[src/rtl/control_sequencer.sv]
// Multi-cycle fetch/decode/execute controller driving the 4-register datapath control word.
// Fetches 16-bit instructions, sequences data-memory loads/stores and conditional branches.
module control_sequencer #(
  parameter int unsigned PC_W     = 8,
  parameter logic [3:0]  FS_PASSB = 4'b1100,
  parameter logic [3:0]  FS_ADD   = 4'b0010
) (
  input  logic            clk,
  input  logic            rst,
  input  logic            run,
  input  logic [15:0]     ir_data,
  input  logic            ir_valid,
  input  logic            dmem_ready,
  input  logic            N,
  input  logic            Z,
  output logic [PC_W-1:0] pc,
  output logic            ir_req,
  output logic [1:0]      AA,
  output logic [1:0]      BA,
  output logic [1:0]      DA,
  output logic [3:0]      FS,
  output logic [7:0]      CI,
  output logic            LE,
  output logic            MD,
  output logic            MB,
  output logic            dmem_rd,
  output logic            dmem_wr,
  output logic            halted
);

  localparam logic [3:0] OpNop  = 4'h0;
  localparam logic [3:0] OpAlu  = 4'h1;
  localparam logic [3:0] OpLdi  = 4'h2;
  localparam logic [3:0] OpAddi = 4'h3;
  localparam logic [3:0] OpLd   = 4'h4;
  localparam logic [3:0] OpSt   = 4'h5;
  localparam logic [3:0] OpBz   = 4'h8;
  localparam logic [3:0] OpBn   = 4'h9;
  localparam logic [3:0] OpJmp  = 4'hA;
  localparam logic [3:0] OpHalt = 4'hF;

  typedef enum logic [2:0] {StIdle, StFetch, StExec, StMem, StHalt} state_e;

  state_e          state_q;
  logic [PC_W-1:0] pc_q;
  logic [15:0]     ir_q;
  logic            n_q;
  logic            z_q;

  logic [3:0] op;
  logic [1:0] da;
  logic [1:0] aa;
  logic [1:0] ba;
  logic [3:0] fs;
  logic [7:0] imm;

  assign op  = ir_q[15:12];
  assign da  = ir_q[11:10];
  assign aa  = ir_q[9:8];
  assign ba  = ir_q[7:6];
  assign fs  = ir_q[3:0];
  assign imm = ir_q[7:0];

  always_ff @(posedge clk or posedge rst) begin
    if (rst) begin
      state_q <= StIdle;
      pc_q    <= '0;
      ir_q    <= '0;
      n_q     <= 1'b0;
      z_q     <= 1'b0;
    end else begin
      case (state_q)
        StIdle: begin
          if (run) state_q <= StFetch;
        end
        StFetch: begin
          if (ir_valid) begin
            ir_q    <= ir_data;
            pc_q    <= pc_q + PC_W'(1);
            state_q <= StExec;
          end
        end
        StExec: begin
          case (op)
            OpAlu, OpAddi: begin
              n_q <= N;
              z_q <= Z;
            end
            // pc already points past the branch; offset is a signed byte
            OpBz:    if (z_q) pc_q <= pc_q + PC_W'($signed(imm));
            OpBn:    if (n_q) pc_q <= pc_q + PC_W'($signed(imm));
            OpJmp:   pc_q <= PC_W'(imm);
            default: ;
          endcase
          if (op == OpLd || op == OpSt) state_q <= StMem;
          else if (op == OpHalt)        state_q <= StHalt;
          else                          state_q <= run ? StFetch : StIdle;
        end
        StMem: begin
          if (dmem_ready) state_q <= run ? StFetch : StIdle;
        end
        StHalt:  state_q <= StHalt;
        default: state_q <= StIdle;
      endcase
    end
  end

  assign pc     = pc_q;
  assign ir_req = (state_q == StFetch);
  assign halted = (state_q == StHalt);

  // Control word decodes from registered state; only LD's LE follows dmem_ready.
  always_comb begin
    AA      = 2'd0;
    BA      = 2'd0;
    DA      = 2'd0;
    FS      = 4'd0;
    CI      = 8'd0;
    LE      = 1'b0;
    MD      = 1'b0;
    MB      = 1'b0;
    dmem_rd = 1'b0;
    dmem_wr = 1'b0;
    if (state_q == StExec || state_q == StMem) begin
      case (op)
        OpAlu: begin
          DA = da;
          AA = aa;
          BA = ba;
          FS = fs;
          LE = 1'b1;
        end
        OpLdi: begin
          DA = da;
          CI = imm;
          MB = 1'b1;
          FS = FS_PASSB;
          LE = 1'b1;
        end
        OpAddi: begin
          DA = da;
          AA = aa;
          CI = imm;
          MB = 1'b1;
          FS = FS_ADD;
          LE = 1'b1;
        end
        OpLd: begin
          AA      = aa;
          DA      = da;
          MD      = 1'b1;
          dmem_rd = 1'b1;
          LE      = (state_q == StMem) && dmem_ready;
        end
        OpSt: begin
          AA      = aa;
          BA      = ba;
          dmem_wr = 1'b1;
        end
        OpNop:   ;
        default: ;
      endcase
    end
  end

endmodule

[config.mk]
export PLATFORM = sky130hd
export DESIGN_NAME = control_sequencer
export DESIGN_NICKNAME = d
export VERILOG_FILES = /design/src/rtl/control_sequencer.sv
export SDC_FILE = /design/constraint.sdc
export NUM_CORES = 1
export LEC_CHECK = 0
export CORE_UTILIZATION = 53
export CTS_CLUSTER_DIAMETER = 200
export DETAILED_ROUTE_END_ITERATION = 8
export PLACE_DENSITY = 0.95
export SETUP_SLACK_MARGIN = 0.5
export SLEW_MARGIN = 25
export SYNTH_ARGS = -nofsm -noshare
export SYNTH_HDL_FRONTEND = slang
export SYNTH_SLANG_ARGS = --single-unit
[constraint.sdc]
create_clock -name clk -period 6.3 [get_ports clk]
set_clock_uncertainty 0.1 [all_clocks]
set_input_delay 0.945 -clock clk [delete_from_list [all_inputs] [get_ports clk]]
set_output_delay 0.945 -clock clk [all_outputs]
set_load 0.05 [all_outputs]
* Word level (Yosys, flattened, before mapping)
Cells that the tools add are included.
Widths: inputs -> output; s select.
** Word-level totals
- Flip-flop bits (word level) :: 29
- Input port bits :: 23
** Operators by class
- Add/sub/neg operators :: 2
- Equal/unequal tests :: 19
- Mux-type cells :: 30
- Reductions and logical operators :: 15
** Operator list (count)
- $mux 8 :: 5
- $pmux 8 s3 :: 1
- $eq 4x4->1 const B :: 4
- $pmux 8 s2 :: 1
- $mux 3 :: 5
- $pmux 3 s5 :: 1
- $mux 2 :: 6
- $pmux 4 s3 :: 1
- $add 8x1->8 const B :: 1
- $add 8x8->8 :: 1
- $eq 4x2->1 const B :: 2
- $eq 4x3->1 const B :: 2
- $mux 1 :: 8
- $reduce_or 4->1 :: 2
- $eq 3x2->1 const B :: 2
- $ne 2x2->1 const B :: 3
- $ne 3x3->1 const B :: 2
- $reduce_or 2->1 :: 3
- $reduce_and 5->1 :: 1
- $eq 4x1->1 const B :: 1
- $mux 4 :: 1
- $ne 4x1->1 const B :: 1
- $reduce_and 2->1 :: 2
- $eq 3x1->1 const B :: 1
- 8 further kinds :: 9

* Logic depth before layout (Yosys ltp)
Gate-level depths: netlist of the first run.
- Depth in word-level cells :: 4
- Gate-level depth with buffers :: 9
- Depth with buffers taken out :: 9

* Worst setup path after synthesis of the first run
Ideal clock, no wire load.
- Path type :: register to output
- From :: reg ir_q[13]
- To :: out LE
- Data arrival time :: 2.377 ns
- Data required time :: 5.255 ns
- Path slack :: 2.878 ns
- Cell stages (with the launch flop) :: 6
- Path buffers :: 0
- Cells stage by stage :: dfrtp_1 nor2_1 nand2_1 nor3_1 a31oi_1 nand2_1
** Between the ends
- Word-level cells in the longest chain between the ends :: 4
- Elaborated cells on any way between the ends :: 7
- Classes of those cells :: 4 x eq/ne; 2 x mux; 1 x reduce/logical
** Ends and longest elaborated chain
- start: declaration :: RTL line 46 : logic [15:0] ir_q;
- start signal: assignment :: RTL line 78 : ir_q <= ir_data;
- $eq 4x2->1 or $eq 4x1->1 (tied branches) :: RTL line 125 : case (op)
- $reduce_or 3->1 (no line)
- $pmux 1 s2 (*) :: RTL line 125
- $mux 1 (*) :: RTL line 124 : if (state_q == StExec || state_q == StMem) begin
- end: declaration :: RTL line 23 : output logic LE,
Every way passes the cells marked *; elsewhere a longest branch is shown, timed or not.

* Final worst setup path of the first run
- From :: reg state_q[1]
- To :: out FS[0]
** Between the ends
- Word-level cells in the longest chain between the ends :: 3
- Elaborated cells on any way between the ends :: 4
- Classes of those cells :: 2 x eq/ne; 1 x mux; 1 x reduce/logical
** Ends and longest elaborated chain
- start: declaration :: RTL line 44 : state_e state_q;
- start signal: assignment :: RTL line 66 : state_q <= StIdle;
- start signal: assignment :: RTL line 74 : if (run) state_q <= StFetch;
- start signal: assignment :: RTL line 80 : state_q <= StExec;
- $eq 3x2->1 :: RTL line 124
- $logic_or 1x1->1 (*) :: RTL line 124
- $mux 4 (*) :: RTL line 124
- end: declaration :: RTL line 21 : output logic [3:0] FS,
Marked as above.

==> results.md, run 1 <==
* Crit Path Max Fanout at 10
* # resized after CTS at 0
* Synth Area per Inst at 9.22 um^2
* Critical path cell sequence: nand2b_4 -> or2_4 -> nor2_4 -> nand2_2 -> nor3b_1 -> clkdlybuf4s50_1
* DR vias at 1,936
* Starting Density at 56.3%
* Drt total wl at 4.95 mm
* CTS Buf Count at 5
* Int Power at 0.762 mW
* WS Path Type: flip-flop to output pin
* Synthesis-to-layout area growth at 29.7%
* Req. time, crit path at 5250 ps
* Core Area at 3720 um^2
* Post-synth EDFFs at 0
* Global-route wire length before repair at 8.06 mm
* Period utilisation layout at 57.9%
* Cell area power density at 547 nW/um^2
* Status: finished, final reports clean
* Antenna Cells at 0
* Initial drt markers at 88
* Insertion delay to the later sink of the worst-skew pair at 280 ps
* Placed insts at 319
* GRT Total Usage at 25.1%
* Crit path time final at 3650 ps
* Setup TNS at 0 ps
* Io pins at 56
* Sw Share at 48.6%
* Sequential share of power at 28.3%
* Worst Hold Class: flip-flop to flip-flop
* Hold Vio Cnt, Final at 0
* Worst slew pin tran at 609 ps
* Drt first pass iters at 4
* Clk pwr share at 10.3%
* Crit path DAT at 2600 ps
* Most common cell after layout, fill and taps aside: clkdlybuf4s50_1
* Initial antenna violation count at 0
* Grt ovf at 0
* Top_reg_cell synth: dfrtp_1
* Combinational share of power at 61.4%
* Vias in the first global route at 1,726
* Seq cells post-synth at 29
* DR WL/cell at 15.2 um
* CP peak stage delay at 840 ps
* Fraction of layout cells with a size suffix above 1 at 13.7%
* Max cap viols at 0
* RD Place Congestion at 0.851
* Fin nets at 310
* PortBufs at 55
* H-tree lvl count at 2
* CTS Root Cell: clkbuf_8
* Setup bufs post-CTS at 0
* Static leakage at 1.10 nW
* Synthesized instance count at 227
* CP max stage cell: clkdlybuf4s50_1
* CTS tree: done
* Die ar. at 4200 um^2
* Clk sinks at 29
* Mapped Nets at 259
* # fillers at 281
* Final setup fails at 0
* Max VDD drop at 0.323 mV
* Ys async rst share at 100%
* Antenna Violating Nets Remaining at 0
* Fmax at 274 MHz
* Die Y-Extent at 64.8 um
* Ys Warns at 0
* Largest net degree at the start of global routing at 30
* Relative slew slack at 59.3%
* Post-DR vias/cell at 5.94
* # DRC at 0
* Non-Filler Instances at 326
* DP HPWL at 3.58 mm
* Post-synth cell types at 50
* CP endpoint kind: output pin
* CP Launch Type: flip-flop
* Most frequent cells in the layout: 55 x clkdlybuf4s50_1, 29 x dfrtp_1, 19 x nor2_1, 17 x mux2_2, 15 x a21oi_1
* Psw at 0.721 mW
* Slew Viols, Final at 0
* Register area share after synthesis at 34.7%
* RSZ-0062 raised after global routing: no
* Post-CTS Hold Fix Bufs at 0
* Die width at 64.8 um
* Clk buf depth at 2
* Clock-pin slew on the worst setup and hold paths at 60 ps
* Num rows at 22
* Mapped cell area at 2090 um^2
==> final timing paths <==
path	cells past startpoint	end	from	slack, ps
max in group asynchronous	2	ir_q[12]$_DFFE_PP0P_	rst	4730
min reg2reg	1	ir_q[10]$_DFFE_PP0P_	ir_q[10]$_DFFE_PP0P_	410
max reg2reg	9	pc[6]$_DFFE_PP0P_	pc[0]$_DFFE_PP0P_	3820
min	1	ir_q[10]$_DFFE_PP0P_	ir_q[10]$_DFFE_PP0P_	410
max	6	FS[0]	state_q[1]$_DFFE_PP0P_	2650
min in group asynchronous	2	ir_q[3]$_DFFE_PP0P_	rst	960
==> cell type report <==
cell class                      instances  area (um^2)  area share (%)
Clock buffer                            7         86.3            3.18
Tap cell                               48         60.1            2.21
Sequential cell                        29          726            26.8
Timing Repair Buffer                   56          558            20.6
Inverter                                9         33.8            1.25
Multi-Input combinational cell        177         1250            46.0
==> synth_stat cells (6+ instances only) <==
library cell	instances	area share, %
dfrtp_1	29	35
and3_1	9	2.7
ha_1	8	4.8
nor3_1	8	1.9
nor2b_1	8	2.4
nand2_1	11	2.0
nor2_1	19	3.4
a21oi_1	15	3.6
inv_1	9	1.6
and2_1	9	2.7
mux2_2	17	9.2
a31oi_1	6	1.8
o21ai_0	11	2.6
==> sequential cells by signal, indices dropped and copies added, names as in the netlist <==
| name | count |
|---|---|
| pc | 8 |
| z_q | 1 |
| state_q | 3 |
| n_q | 1 |
| ir_q | 16 |
==> power by group through the flow <==
| stage | logic (mW) | clock network, mW | registers, mW |
|---|---|---|---|
| 3_3_place_gp | 0.869 | 0 | 0.412 |
| 2_1_floorplan | 0.682 | 0 | 0.428 |
| 3_5_place_dp | 0.898 | 0 | 0.421 |
| 6_report | 0.911 | 0.153 | 0.420 |
| 5_1_grt | 0.985 | 0.166 | 0.440 |
| 4_1_cts | 0.907 | 0.155 | 0.418 |
==> routing by layer <==
layer  track usage [%]  part of all wire [%]  vias to the layer above
met5                 0                     0                        -
met4              8.61                   1.2                        0
met3              5.99                   7.1                        8
met2              41.4                    48                       71
met1              32.0                    43                      941
li1                  -                     -                      916
==> worst max-delay path: cells and delay by family, from the launching register on <==
kind,cells,cell delay (ps)
flip-flops,1,560
AND/OR/NAND/NOR,5,920
buffers and inverters,1,840
==> stage by stage <==
stage	hold slack, ps	cell area, um^2	util, %	worst slack, ps	total power, mW
2_1_floorplan	372	2090	-	2880	1.11
3_3_place_gp	382	2630	70.7	2790	1.28
3_5_place_dp	397	2630	70.7	2780	1.32
4_1_cts	410	2710	73.0	2670	1.48
5_1_grt	441	2710	73.0	2540	1.59
6_report	407	2710	73.0	2650	1.48
==> cell families after synthesis <==
group | after synthesis | synth area share [%]
simple gates | 95 | 26.6
mux | 20 | 10.6
fa+ha+maj | 9 | 5.74
flops | 29 | 34.7
buf+inv | 21 | 5.62
xor+xnor | 3 | 1.26
compound gates | 50 | 15.6
No activity file was read; power rests on OpenSTA's default activity.
==> inputs of run 2 (changes only) <==
--- a/config.mk
+++ b/config.mk
@@ -5,10 +5,10 @@
 export SDC_FILE = /design/constraint.sdc
 export NUM_CORES = 1
 export LEC_CHECK = 0
-export CORE_UTILIZATION = 53
+export CORE_UTILIZATION = 44
 export CTS_CLUSTER_DIAMETER = 200
 export DETAILED_ROUTE_END_ITERATION = 8
-export PLACE_DENSITY = 0.95
+export PLACE_DENSITY = 0.86
 export SETUP_SLACK_MARGIN = 0.5
 export SLEW_MARGIN = 25
 export SYNTH_ARGS = -nofsm -noshare
==> constraint.sdc (replaced) <==
create_clock -name clk -period 3.21 [get_ports clk]
set_clock_uncertainty 0.1 [all_clocks]
set_input_delay 0.4815 -clock clk [delete_from_list [all_inputs] [get_ports clk]]
set_output_delay 0.4815 -clock clk [all_outputs]
set_load 0.05 [all_outputs]
==> run 2 against run 1 <==
Compared with the run above:
- the flow now finishes with violations (design-rule violations)
- combinational power increased by 98%
- core utilization decreased by 13 points
- non-clock buffer count increased by 3
- critical path depth decreased by 1
- hold slack got worse by 7.3 ps
- critical path type unchanged
==> results.md, run 2 (synthesis results as in run 1) <==
* Status: complete, but fails checks
* Failing checks: design-rule violations
* Cell area power density at 1080 nW/um^2
* Worst slew pin tran at 602 ps
* Relative slew slack at 59.9%
* Hold Crit Endpoint: ir_q[8]$_DFFE_PP0P_
* Clk buf depth at 2
* Period utilisation layout at 81.1%
* Most common cell after layout, fill and taps aside: clkdlybuf4s50_1
* Slew Viols, Final at 0
* Most frequent cells in the layout: 32 x clkdlybuf4s50_1, 28 x dfrtp_1, 19 x nor2_1, 17 x mux2_2, 15 x a21oi_1
* RD Place Congestion at 0.837
* Register with the most flip-flops: ir_q
* Clk pwr share at 10.3%
* Worst reg2reg setup slack at 670 ps
* Antenna Violating Nets Remaining at 0
* Global-route wire length before repair at 8.59 mm
* Num rows at 24
* Fin area at 2690 um^2
* R2r endpoint: pc[6]$_DFFE_PP0P_
* Fmax at 384 MHz
* # fillers at 386
* Max cap viols at 0
* Starting Density at 46.8%
* Cells on worst reg2reg path at 9
* Setup TNS at 0 ps
* Static leakage at 1.20 nW
* GRT Total Usage at 21.7%
* CP Launch Type: flip-flop
* Reg area at 727 um^2
* Final setup fails at 0
* Max FFs per register at 16
* Post-DR vias/cell at 5.78
* Crit Path Max Fanout at 6
* Clk sinks at 29
* Insertion delay to the later sink of the worst-skew pair at 290 ps
* Hold Path Depth at 1
* Synthesis-to-layout area growth at 28.4%
* Worst hold start: ir_q[8]$_DFFE_PP0P_
* Drt total wl at 5.08 mm
* Core Area at 4470 um^2
* Fin nets at 313
* DR WL/cell at 15.2 um
* Sw Share at 49.5%
* Non-Filler Instances at 334
* PortBufs at 55
* Req. time, crit path at 2630 ps
* CP max stage cell: dlygate4sd2_1
* Sequential share of power at 27.8%
* Fin Hold WS at 400 ps
* Largest net degree at the start of global routing at 30
* Post-DP Area at 2660 um^2
* Combinational share of power at 61.8%
* Vias in the first global route at 1,907
* WS Path Type: flip-flop to output pin
* Crit path time final at 2600 ps
* Int Power at 1.47 mW
* Antenna Cells at 0
* H-tree lvl count at 2
* CTS tree: done
* Placed insts at 326
* Area of the multi-input gates at 1260 um^2
* CTS Root Cell: clkbuf_8
* Initial antenna violation count at 0
* Critical path cell sequence: nand2b_4 -> or2_4 -> nor2_1 -> and2_1 -> dlygate4sd2_1
* Max VDD drop at 0.483 mV
* Die Y-Extent at 71.0 um
* Die ar. at 5030 um^2
* Grt ovf at 0
* Crit Reg-Reg Startpoint: pc[0]$_DFFE_PP0P_
* Initial drt markers at 105
* Worst Hold Class: flip-flop to flip-flop
* Die width at 71.0 um
* Drt first pass iters at 7
* CP peak stage delay at 530 ps
* # DRC at 5
* Hold Vio Cnt, Final at 0
* Fraction of layout cells with a size suffix above 1 at 20.9%
* Crit path DAT at 2020 ps
* CP endpoint kind: output pin
* Post-CTS Hold Fix Bufs at 0
* Io pins at 56
* Psw at 1.44 mW
* RSZ-0062 raised after global routing: no
* CTS Buf Count at 5
* DP HPWL at 3.77 mm
* DR vias at 1,929
* Clock-pin slew on the worst setup and hold paths at 70 ps
[run 2: changes by cell type in the layout (fill, tap and decap cells not counted), sizes merged]
cell / change
clkinvlp: +1
clkbuf: +10
clkinv: +2
clkdlybuf4s50: -23
dlygate4sd2: +5
dlymetal6s2s: +2
clkdlybuf4s15: +3
buf: +4
[run 2: layout make-up]
class / instances / area share, %
well taps: 52 / 2.42
clock buffers: 5 / 2.56
repair buffers: 59 / 19.2
multi-input cells: 177 / 46.9
clock inverters: 3 / 0.652
flip-flops and latches: 29 / 27.1
inverters: 9 / 1.26
[run 2: layer usage]
metal,routed length (um),track usage [%],vias up
met5,0,0,-
met1,2160,26.3,927
met3,436,6.13,11
met2,2390,36.1,72
li1,-,-,919
met4,102,9.56,0
[run 2: repair_timing]
item | 4_1_cts | 5_1_grt
resized for setup | 27 | 30
endpoints found under the hold margin | 0 | 0
setup endpoints to repair | 21 | 22
setup buffers | 0 | 0
[run 2: power by group through the flow]
stage	sequential (mW)	clock [mW]	combinational (mW)
after floorplan	0.841	0	1.34
after global placement	0.797	0	1.75
after detailed placement	0.809	0	1.81
after CTS	0.804	0.303	1.80
after global routing	0.848	0.319	1.96
final	0.809	0.300	1.80
[run 2: worst max path at each step]
| stage | startpoint | endpoint | depth (start not counted) |
|---|---|---|---|
| after global routing | state_q[2]$_DFFE_PP0P_ | DA[1] | 5 |
| final | state_q[2]$_DFFE_PP0P_ | DA[1] | 5 |
| after global placement | state_q[1]$_DFFE_PP0P_ | FS[0] | 6 |
| after CTS | state_q[1]$_DFFE_PP0P_ | FS[0] | 6 |
| after detailed placement | state_q[1]$_DFFE_PP0P_ | FS[0] | 6 |
| after floorplan | state_q[2]$_DFFE_PP0P_ | LE | 5 |
[run 2: through the flow]
| step | util, % | worst slack (ps) | power (mW) |
|---|---|---|---|
| global placement | 59.5 | 468 | 2.55 |
| floorplan | - | 531 | 2.19 |
| global route | 60.0 | 502 | 3.12 |
| finish | 60.0 | 608 | 2.91 |
| CTS | 61.0 | 385 | 2.91 |
| detailed placement | 59.5 | 418 | 2.62 |
[run 2: worst max-delay path: cells and delay by family, from the launching register on]
family	cells	cell delay [ps]
simple gates	4	750
flops	1	440
buf+inv	1	530
==> inputs of run 3 (changes only) <==
==> constraint.sdc (replaced) <==
create_clock -name clk -period 2.2 [get_ports clk]
set_clock_uncertainty 0.1 [all_clocks]
set_input_delay 0.33 -clock clk [delete_from_list [all_inputs] [get_ports clk]]
set_output_delay 0.33 -clock clk [all_outputs]
set_load 0.05 [all_outputs]
==> run 3 against run 2 <==
Compared with the run above:
- the run ends with negative setup slack left
- design area up 45%
- critical path depth rose by 4
- hold slack worse by 52 ps
- sequential power rose by 52%
- register-to-register slack got worse by 790 ps
- clock-buffer cell count increased by 1
- wire length increased by 91%
- flip-flop and latch count stayed put
- cell count grew 15%
- worst setup slack worse by 730 ps
- power rose by 130%
- global-route usage increased by 11 points
- critical endpoint is now pc[6]$_DFFE_PP0P_
==> results.md, run 3 (synthesis results as in run 1) <==
* Vias in the first global route at 2,345
* Sequential share of power at 18.8%
* Fraction of layout cells with a size suffix above 1 at 60.1%
* Slew Viols, Final at 0
* Die width at 71.0 um
* Post-DR vias/cell at 6.57
* Req. time, crit path at 2260 ps
* PortBufs at 55
* Post-CTS Hold Fix Bufs at 0
* Clk buf depth at 2
* Core Area at 4470 um^2
* Relative slew slack at 68.2%
* Max cap viols at 0
* Antenna Cells at 0
* Register with the most flip-flops: ir_q
* Psw at 3.30 mW
* Io pins at 56
* CTS Root Cell: clkbuf_8
* Max FFs per register at 16
* Cell mode on critical path: o21ai_2
* DR vias at 2,517
* Largest net degree at the start of global routing at 30
* Clk pwr share at 7.0%
* Period utilisation layout at 106%
* Crit Reg-Reg Startpoint: ir_q[0]$_DFFE_PP0P_
* Critical path cell sequence: ha_4 -> inv_2 -> fa_2 -> nor2b_4 -> o21ai_2 -> a21oi_2 -> mux2_4 -> nor3_4 -> o21ai_2
* R2r endpoint: pc[6]$_DFFE_PP0P_
* Max VDD drop at 1.01 mV
* CTS Buf Count at 5
* Failing checks: negative setup slack
* Most frequent cells in the layout: 40 x buf_4, 25 x buf_12, 22 x clkdlybuf4s50_1, 16 x dfrtp_1, 15 x mux2_2
* Fin nets at 362
* Final setup margin at -123 ps
* Worst reg2reg setup slack at -120 ps
* Cell area power density at 1690 nW/um^2
* Combinational share of power at 74.2%
* Placed insts at 338
* Num rows at 24
* Drt first pass iters at 6
* H-tree lvl count at 2
* Fin area at 3890 um^2
* Final core occ at 86.9%
* Fin Hold WS at 348 ps
* DR WL/cell at 25.4 um
* # DRC at 0
* Crit Path Max Fanout at 2
* Starting Density at 46.8%
* # fillers at 188
* WS Path Type: flip-flop to flip-flop
* Clock-pin slew on the worst setup and hold paths at 80 ps
* GRT Total Usage at 32.2%
* RSZ-0062 raised after global routing: yes
* Die ar. at 5030 um^2
* Int Power at 3.26 mW
* Drt total wl at 9.73 mm
* CP endpoint kind: flip-flop
* DP HPWL at 4.34 mm
* Global-route wire length before repair at 12.3 mm
* CP Launch Type: flip-flop
* CP peak stage delay at 400 ps
* Post-DP Area at 3180 um^2
* CP max stage cell: dfrtp_1
* Antenna Violating Nets Remaining at 0
* Worst slew pin tran at 479 ps
* Final setup fails at 3
* Insertion delay to the later sink of the worst-skew pair at 300 ps
* Most common cell after layout, fill and taps aside: buf_4
* Crit path time final at 2320 ps
* Hold Vio Cnt, Final at 0
* Die Y-Extent at 71.0 um
* Grt ovf at 0
* Static leakage at 1.54 nW
* Initial antenna violation count at 0
* Fmax at 430 MHz
* Synthesis-to-layout area growth at 85.8%
* Non-Filler Instances at 383
* Clk sinks at 29
* Cells on worst reg2reg path at 9
* RD Place Congestion at 0.845
* Initial drt markers at 341
* Status: complete, but fails checks
* CTS tree: done
* Sw Share at 50.2%
* Crit path DAT at 2390 ps
* Worst Hold Class: input port to asynchronous set/reset pin
-- run 3: power by group through the flow --
stage / combinational [mW] / clock (mW) / sequential (mW)
detailed placement: 3.23 / 0 / 1.16
global placement: 3.12 / 0 / 1.14
floorplan: 2.17 / 0 / 1.27
global route: 5.06 / 0.472 / 1.26
CTS: 3.84 / 0.437 / 1.16
finish: 4.87 / 0.459 / 1.23
-- run 3: how the worst max path moves through the flow --
stage	from	to	slack, ps	depth (start not counted)
3_3_place_gp	ir_valid	pc[6]$_DFFE_PP0P_	100	8
3_5_place_dp	pc[0]$_DFFE_PP0P_	pc[6]$_DFFE_PP0P_	30	9
4_1_cts	state_q[2]$_DFFE_PP0P_	FS[0]	10	6
5_1_grt	ir_q[0]$_DFFE_PP0P_	pc[6]$_DFFE_PP0P_	-140	9
2_1_floorplan	pc[0]$_DFFE_PP0P_	pc[6]$_DFFE_PP0P_	-20	9
6_report	ir_q[0]$_DFFE_PP0P_	pc[6]$_DFFE_PP0P_	-120	9
-- run 3: final cells by class --
cell class,count,area (um^2),share of cell area (%)
multi-input cells,179,1740,44.9
well taps,52,65.1,1.67
clock buffers,6,72.6,1.87
repair buffers,106,1220,31.4
clock inverters,2,10.0,0.257
flip-flops and latches,29,742,19.1
inverters,9,33.8,0.869
-- run 3: critical path: cells and delay by family, from the launching register on --
kind	cells	cell delay [ps]
DFF	1	400
muxes	1	350
and+or+nand+nor	2	310
buffers and inverters	1	40
adders and majority gates	2	560
AOI/OAI and AO/OA	3	430
-- run 3: timing repair --
item / 4_1_cts / 5_1_grt
gates resized for setup: 51 / 42
endpoints found under the setup margin: 44 / 53
buffers inserted: 17 / 18
pin swaps: 13 / 24
cloned: 1 / 1
-- run 3: through the flow --
step	setup slack, ps	power [mW]	setup TNS (ps)
floorplan	-17.2	3.43	-17.2
global placement	97.7	4.26	0
detailed placement	31.3	4.39	0
CTS	13.5	5.44	0
global route	-139	6.79	-426
finish	-123	6.56	-145
-- run 3: metal layers --
metal  GRT usage [%]  wire [um]
met2            56.5       4710
met4            14.0        575
met1            38.8       3630
met3            5.70        816
met5               0          0
